===== src/rtl/lane_stream_mux_pkg.sv =====
// Shared definitions for the lane stream multiplexer family: mode encodings
// and a constant-evaluable ceil(log2) helper for sizing index ports.
package lane_stream_mux_pkg;

  typedef enum logic {
    MODE_FIXED = 1'b0,
    MODE_RR    = 1'b1
  } mode_e;

  function automatic int unsigned clog2(input int unsigned n);
    int unsigned r;
    r = 0;
    for (int unsigned i = 0; i < 32; i++) begin
      if ((32'd1 << i) < n) r = i + 1;
    end
    return r;
  endfunction

endpackage


===== src/rtl/lane_stream_mux_rr_arbiter.sv =====
// Combinational round-robin arbiter: first requester found scanning from ptr
// upward with wrap, for any channel count (not just powers of two).
module rr_arbiter
  import lane_stream_mux_pkg::*;
#(
  parameter int unsigned CHANNELS = 4,
  parameter int unsigned SEL_W    = clog2(CHANNELS)
) (
  input  logic [CHANNELS-1:0] req_i,
  input  logic [SEL_W-1:0]    ptr_i,
  output logic [SEL_W-1:0]    grant_o,
  output logic                grant_valid_o
);

  always_comb begin
    int unsigned idx;
    idx           = 0;
    grant_o       = '0;
    grant_valid_o = 1'b0;
    for (int unsigned k = 0; k < CHANNELS; k++) begin
      // Explicit wrap compare keeps non-power-of-two channel counts correct.
      idx = 32'(ptr_i) + k;
      if (idx >= CHANNELS) idx = idx - CHANNELS;
      if (!grant_valid_o && req_i[idx]) begin
        grant_o       = SEL_W'(idx);
        grant_valid_o = 1'b1;
      end
    end
  end

endmodule


===== src/rtl/lane_stream_mux.sv =====
// Multiplexes CHANNELS valid/ready input streams onto one registered output,
// with fixed-select or round-robin channel choice selected at run time.
module lane_stream_mux
  import lane_stream_mux_pkg::*;
#(
  parameter int unsigned WIDTH    = 4,
  parameter int unsigned CHANNELS = 4,
  parameter int unsigned SEL_W    = clog2(CHANNELS)
) (
  input  logic                      clk,
  input  logic                      rst,
  input  logic                      mode,
  input  logic [SEL_W-1:0]          sel,
  input  logic [CHANNELS-1:0]       in_valid,
  input  logic [CHANNELS*WIDTH-1:0] in_data,
  output logic [CHANNELS-1:0]       in_ready,
  output logic                      out_valid,
  output logic [WIDTH-1:0]          out_data,
  output logic [SEL_W-1:0]          out_ch,
  input  logic                      out_ready
);

  logic             out_valid_q, out_valid_d;
  logic [WIDTH-1:0] out_data_q, out_data_d;
  logic [SEL_W-1:0] out_ch_q, out_ch_d;
  logic [SEL_W-1:0] ptr_q, ptr_d;

  logic             load;
  logic             is_rr;
  logic             fix_valid;
  logic [SEL_W-1:0] rr_grant;
  logic             rr_valid;
  logic [SEL_W-1:0] grant;
  logic             grant_valid;
  logic             xfer;

  rr_arbiter #(
    .CHANNELS(CHANNELS),
    .SEL_W   (SEL_W)
  ) u_arb (
    .req_i        (in_valid),
    .ptr_i        (ptr_q),
    .grant_o      (rr_grant),
    .grant_valid_o(rr_valid)
  );

  always_comb begin
    load        = !out_valid_q || out_ready;
    is_rr       = (mode_e'(mode) == MODE_RR);
    fix_valid   = (32'(sel) < CHANNELS) && in_valid[sel];
    grant       = is_rr ? rr_grant : sel;
    grant_valid = is_rr ? rr_valid : fix_valid;
    // A grant always implies the granted channel is valid, so load+grant is a transfer.
    xfer        = load && grant_valid && !rst;
    in_ready    = '0;
    if (xfer) in_ready[grant] = 1'b1;
  end

  always_comb begin
    out_valid_d = out_valid_q;
    out_data_d  = out_data_q;
    out_ch_d    = out_ch_q;
    ptr_d       = ptr_q;
    if (load) out_valid_d = xfer;
    if (xfer) begin
      out_data_d = in_data[grant*WIDTH +: WIDTH];
      out_ch_d   = grant;
      if (is_rr) ptr_d = (32'(grant) + 32'd1 == CHANNELS) ? '0 : grant + 1'b1;
    end
  end

  always_ff @(posedge clk or posedge rst) begin
    if (rst) begin
      out_valid_q <= 1'b0;
      out_data_q  <= '0;
      out_ch_q    <= '0;
      ptr_q       <= '0;
    end else begin
      out_valid_q <= out_valid_d;
      out_data_q  <= out_data_d;
      out_ch_q    <= out_ch_d;
      ptr_q       <= ptr_d;
    end
  end

  assign out_valid = out_valid_q;
  assign out_data  = out_data_q;
  assign out_ch    = out_ch_q;

endmodule


===== config.mk =====
export PLATFORM = sky130hd
export DESIGN_NAME = lane_stream_mux
export DESIGN_NICKNAME = d
export VERILOG_FILES = /design/src/rtl/lane_stream_mux_pkg.sv /design/src/rtl/lane_stream_mux_rr_arbiter.sv /design/src/rtl/lane_stream_mux.sv
export SDC_FILE = /design/constraint.sdc
export NUM_CORES = 1
export LEC_CHECK = 0
export CORE_ASPECT_RATIO = 0.6
export CORE_UTILIZATION = 31
export CTS_BUF_LIST = sky130_fd_sc_hd__clkbuf_8
export CTS_CLUSTER_SIZE = 28
export DETAILED_ROUTE_END_ITERATION = 7
export PLACE_DENSITY = 0.65
export SETUP_SLACK_MARGIN = 0.3
export SLEW_MARGIN = 30
export SYNTH_ARGS = -nofsm -noshare
export SYNTH_HDL_FRONTEND = slang
export SYNTH_HIERARCHICAL = 1
export SYNTH_SLANG_ARGS = --single-unit

===== constraint.sdc =====
create_clock -name clk -period 3.2 [get_ports clk]
set_input_delay 0.48 -clock clk [delete_from_list [all_inputs] [get_ports clk]]
set_output_delay 0.48 -clock clk [all_outputs]
set_load 0.01 [all_outputs]

==> impl_metrics.xml <==
<?xml version="1.0" encoding="UTF-8"?>
<metrics>
  <group name="setup_path">
    <metric name="timing.critical_path.from_type" unit="">input port</metric>
    <metric name="worst_ep_arrival_time" unit="ns">2.33</metric>
    <metric name="critical-path-top-delay-family" unit="">buffers and inverters</metric>
    <metric name="timing.critical_path.cells" unit="">clkdlybuf4s50_1 -&gt; inv_1 -&gt; a221o_1 -&gt; a21oi_2 -&gt; mux2i_2 -&gt; buf_4 -&gt; inv_2 -&gt; ha_1 -&gt; inv_1 -&gt; nor2_1 -&gt; clkbuf_2</metric>
    <metric name="cp_common_cell" unit="">inv_1</metric>
    <metric name="setup.reg_to_reg.worst_slack" unit="ns">1.12</metric>
    <metric name="worstPathMaxFanout" unit="">3</metric>
    <metric name="cp_slowest_stage_delay" unit="ns">0.48</metric>
    <metric name="worst_setup_path_end_kind" unit="">output port</metric>
    <metric name="worst_r2r_end" unit="">out_data[0]</metric>
    <metric name="timing.reg2reg.worst_path_depth" unit="">9</metric>
    <metric name="rr_startpoint" unit="">ptr_q[0]</metric>
    <metric name="cell_with_the_largest_stage_delay_on_the_worst_path" unit="">clkdlybuf4s50_1</metric>
    <metric name="worst-endpoint-required" unit="ns">2.72</metric>
    <metric name="critical_path_startpoint" unit="">in_valid[1]</metric>
    <metric name="timing_worst_setup_path_type" unit="">input port to output port</metric>
    <metric name="cp.buffers_inverters" unit="">6</metric>
  </group>
  <group name="routing">
    <metric name="dr.pass1.iters" unit="">4</metric>
    <metric name="vias_per_cell" unit="">4.50</metric>
    <metric name="dr.first_iter.drc_count" unit="">16</metric>
    <metric name="remaining_drc_errors" unit="">0</metric>
    <metric name="routed_wirelength" unit="um">1870</metric>
    <metric name="ant_nets" unit="">0</metric>
    <metric name="post_drt_wl_per_cell" unit="um">12.4</metric>
    <metric name="routed-via-count" unit="">680</metric>
  </group>
  <group name="cells_and_area">
    <metric name="final_layout_size_suffix_gt1_share" unit="%">21.5</metric>
    <metric name="antenna_cells" unit="">0</metric>
    <metric name="syn2layout_area_growth" unit="%">67.4</metric>
    <metric name="postLayoutCoreUtil" unit="%">55.2</metric>
    <metric name="fin_nets" unit="">152</metric>
    <metric name="fillerInstances" unit="">209</metric>
  </group>
  <group name="clock_network">
    <metric name="ctsHoldBuffers" unit="">0</metric>
    <metric name="clock_latency" unit="ns">0.23</metric>
    <metric name="tritoncts" unit="">done</metric>
    <metric name="clock-root-buffer" unit="">clkbuf_8</metric>
    <metric name="cts_sinks" unit="">9</metric>
    <metric name="cts.reportedPaths.clkPinSlew" unit="ns">0.04</metric>
    <metric name="cts_buffer_depth" unit="">2</metric>
    <metric name="tritoncts.num_buffers" unit="">3</metric>
    <metric name="cts_htree_levels" unit="">1</metric>
  </group>
  <group name="placement">
    <metric name="finalWeightedCongestion" unit="">0.801</metric>
    <metric name="dp_hpwl" unit="um">1520</metric>
    <metric name="io_buffer_count" unit="">36</metric>
  </group>
  <group name="floorplan">
    <metric name="dieHeight" unit="um">39.2</metric>
    <metric name="placementRows" unit="">13</metric>
    <metric name="io_pins" unit="">37</metric>
    <metric name="floorplan.initialDensity" unit="%">33.0</metric>
    <metric name="floorplan.core_area" unit="um2">2160</metric>
    <metric name="die_area" unit="um2">2500</metric>
    <metric name="die_width" unit="um">63.9</metric>
  </group>
  <group name="global_route">
    <metric name="initial_antenna_violation_count" unit="">0</metric>
    <metric name="grt_use_total" unit="%">16.7</metric>
    <metric name="grt_first_pass_wirelength" unit="um">2900</metric>
    <metric name="grt_start_max_net_pins" unit="">12</metric>
    <metric name="global_route.overflow_total" unit="">0</metric>
    <metric name="vias_in_the_first_global_route" unit="">611</metric>
  </group>
  <group name="min_path">
    <metric name="min-delay-start" unit="">out_ch[0]</metric>
    <metric name="holdCritPathClass" unit="">flip-flop to flip-flop</metric>
    <metric name="holdPathEnd" unit="">out_ch[0]</metric>
    <metric name="worst_hold_path.num_cells" unit="">1</metric>
  </group>
  <group name="logic_synthesis">
    <metric name="post_synth_instance_area" unit="um2">713</metric>
    <metric name="syn_nets" unit="">105</metric>
    <metric name="syn-mean-instance-area" unit="um2">9.51</metric>
    <metric name="ys_ff_latch" unit="">9</metric>
    <metric name="yosys.cell_types.count" unit="">21</metric>
    <metric name="synth_seq_area_share" unit="%">31.6</metric>
    <metric name="ys_warn_count" unit="">6</metric>
    <metric name="synth_cells" unit="">75</metric>
  </group>
  <group name="sta">
    <metric name="clock_skew" unit="ns">0.00214</metric>
    <metric name="final-setup-viol-count" unit="">0</metric>
    <metric name="finalWorstPathRequiredPeriod" unit="ns">2.81</metric>
    <metric name="slew_violations" unit="">0</metric>
    <metric name="unrepaired_setup_endpoints_after_global_routing" unit="">false</metric>
    <metric name="timing_worst_slew_pin_value" unit="ns">0.461</metric>
    <metric name="hold-worst-slack" unit="ns">0.507</metric>
    <metric name="fmaxAchievable" unit="GHz">0.356</metric>
    <metric name="fin_tns_setup" unit="ns">0</metric>
    <metric name="post-route-period-util" unit="%">87.8</metric>
    <metric name="max-slew-margin-rel" unit="%">69.0</metric>
    <metric name="finalHoldViolCount" unit="">0</metric>
  </group>
  <group name="pwr">
    <metric name="irDropWorstVdd" unit="uV">374</metric>
    <metric name="power.leakage" unit="nW">0.576</metric>
    <metric name="power.density" unit="nW/um2">584</metric>
  </group>
  <group name="run_status">
    <metric name="result_of_the_run" unit="">finished, final reports clean</metric>
  </group>
  <group name="flow_run">
    <metric name="cap_violations" unit="">0</metric>
  </group>
</metrics>
-- synth_stat cells --
master / instances / area (um2)
dfrtp_1: 9 / 225
o21ai_1: 2 / 10.0
a21oi_1: 4 / 20.0
buf_6: 1 / 11.3
nor2b_1: 1 / 6.26
nor2_1: 6 / 22.5
a221o_1: 1 / 10.0
nand2_1: 1 / 3.75
o221ai_1: 1 / 8.76
o21ai_0: 1 / 5.00
inv_1: 12 / 45.0
ha_1: 4 / 50.1
mux2i_1: 16 / 160
nor3_1: 2 / 10.0
nand2b_1: 3 / 18.8
inv_2: 1 / 3.75
mux2i_2: 1 / 13.8
nand3_1: 1 / 5.00
mux2_1: 3 / 33.8
mux2_2: 4 / 45.0
buf_2: 1 / 5.00
-- final cells by class --
class | instances | area, um2 | area share, %
sequential | 9 | 225 | 18.9
clock buffer | 3 | 41.3 | 3.46
clock inverter | 1 | 5.00 | 0.419
tap | 30 | 37.5 | 3.14
inverter | 13 | 48.8 | 4.09
timing repair buffer | 44 | 403 | 33.8
multi-input combinational | 51 | 433 | 36.3
-- flip-flops by register name (all words and copies together) (netlist names) --
signal,cells
out_ch,2
ptr_q,2
out_data,4
out_valid,1
-- layout by cell type (no fill, tap or decap), drive strengths merged --
master / n
o221ai: 1
a21oi: 4
nand3: 1
nor3: 2
a221o: 1
dlygate4sd2: 2
mux2i: 17
ha: 4
clkdlybuf4s50: 31
nand2b: 3
inv: 13
nand2: 1
nor2b: 1
o21ai: 3
mux2: 7
nor2: 6
buf: 9
dfrtp: 9
clkbuf: 5
clkinv: 1
-- per-layer routing --
metal,wire (um),vias up,track usage (%)
li1,-,347,-
met1,964,311,21.0
met2,796,20,27.7
met3,101,2,6.18
met4,7,0,3.41
met5,0,-,0
-- report_power, final --
| group | internal, W | total [W] | switching (W) | leakage, nW |
|---|---|---|---|---|
| logic | 0.000213 | 0.000367 | 0.000155 | 0.445 |
| registers | 0.000163 | 0.000198 | 0.0000348 | 0.106 |
| clock network | 0.0000850 | 0.000132 | 0.0000471 | 0.0255 |
| total | 0.000461 | 0.000697 | 0.000237 | 0.576 |
-- through the flow --
stage,cell area (um2),power (W),setup slack (ns),cells
finish,1190,0.000697,0.391,151
global route,1190,0.000745,0.309,151
CTS,1190,0.000685,0.268,150
detailed placement,1130,0.000538,0.0305,144
global placement,1130,0.000528,0.0980,144
floorplan,713,0.000375,1.04,75
-- what timing repair did --
item                                   4_1_cts  5_1_grt
buffers inserted                             2        1
endpoints found under the hold margin        0        0
setup endpoints to repair                    4        3
cloned                                       0        0
pin swaps                                    0        2
resized for setup                            7       10
-- worst max-delay path by stage --
stage             endpoint  cells past startpoint  slack, ns
6_report       in_ready[1]                     11       0.39
5_1_grt        in_ready[3]                     11       0.31
4_1_cts        in_ready[1]                     11       0.27
3_5_place_dp   in_ready[1]                     10       0.03
3_3_place_gp   in_ready[1]                     10        0.1
2_1_floorplan  in_ready[1]                      9       1.04
-- cells by family (layout without fill, tap and decap cells) --
family / count (synthesis) / in the layout / synth area share, %
mux: 24 / 24 / 35.4
buf+inv: 15 / 61 / 9.12
simple gates: 14 / 14 / 9.30
compound gates: 9 / 9 / 7.54
flops: 9 / 9 / 31.6
fa+ha+maj: 4 / 4 / 7.02
Power figures use the tool's default switching activity.
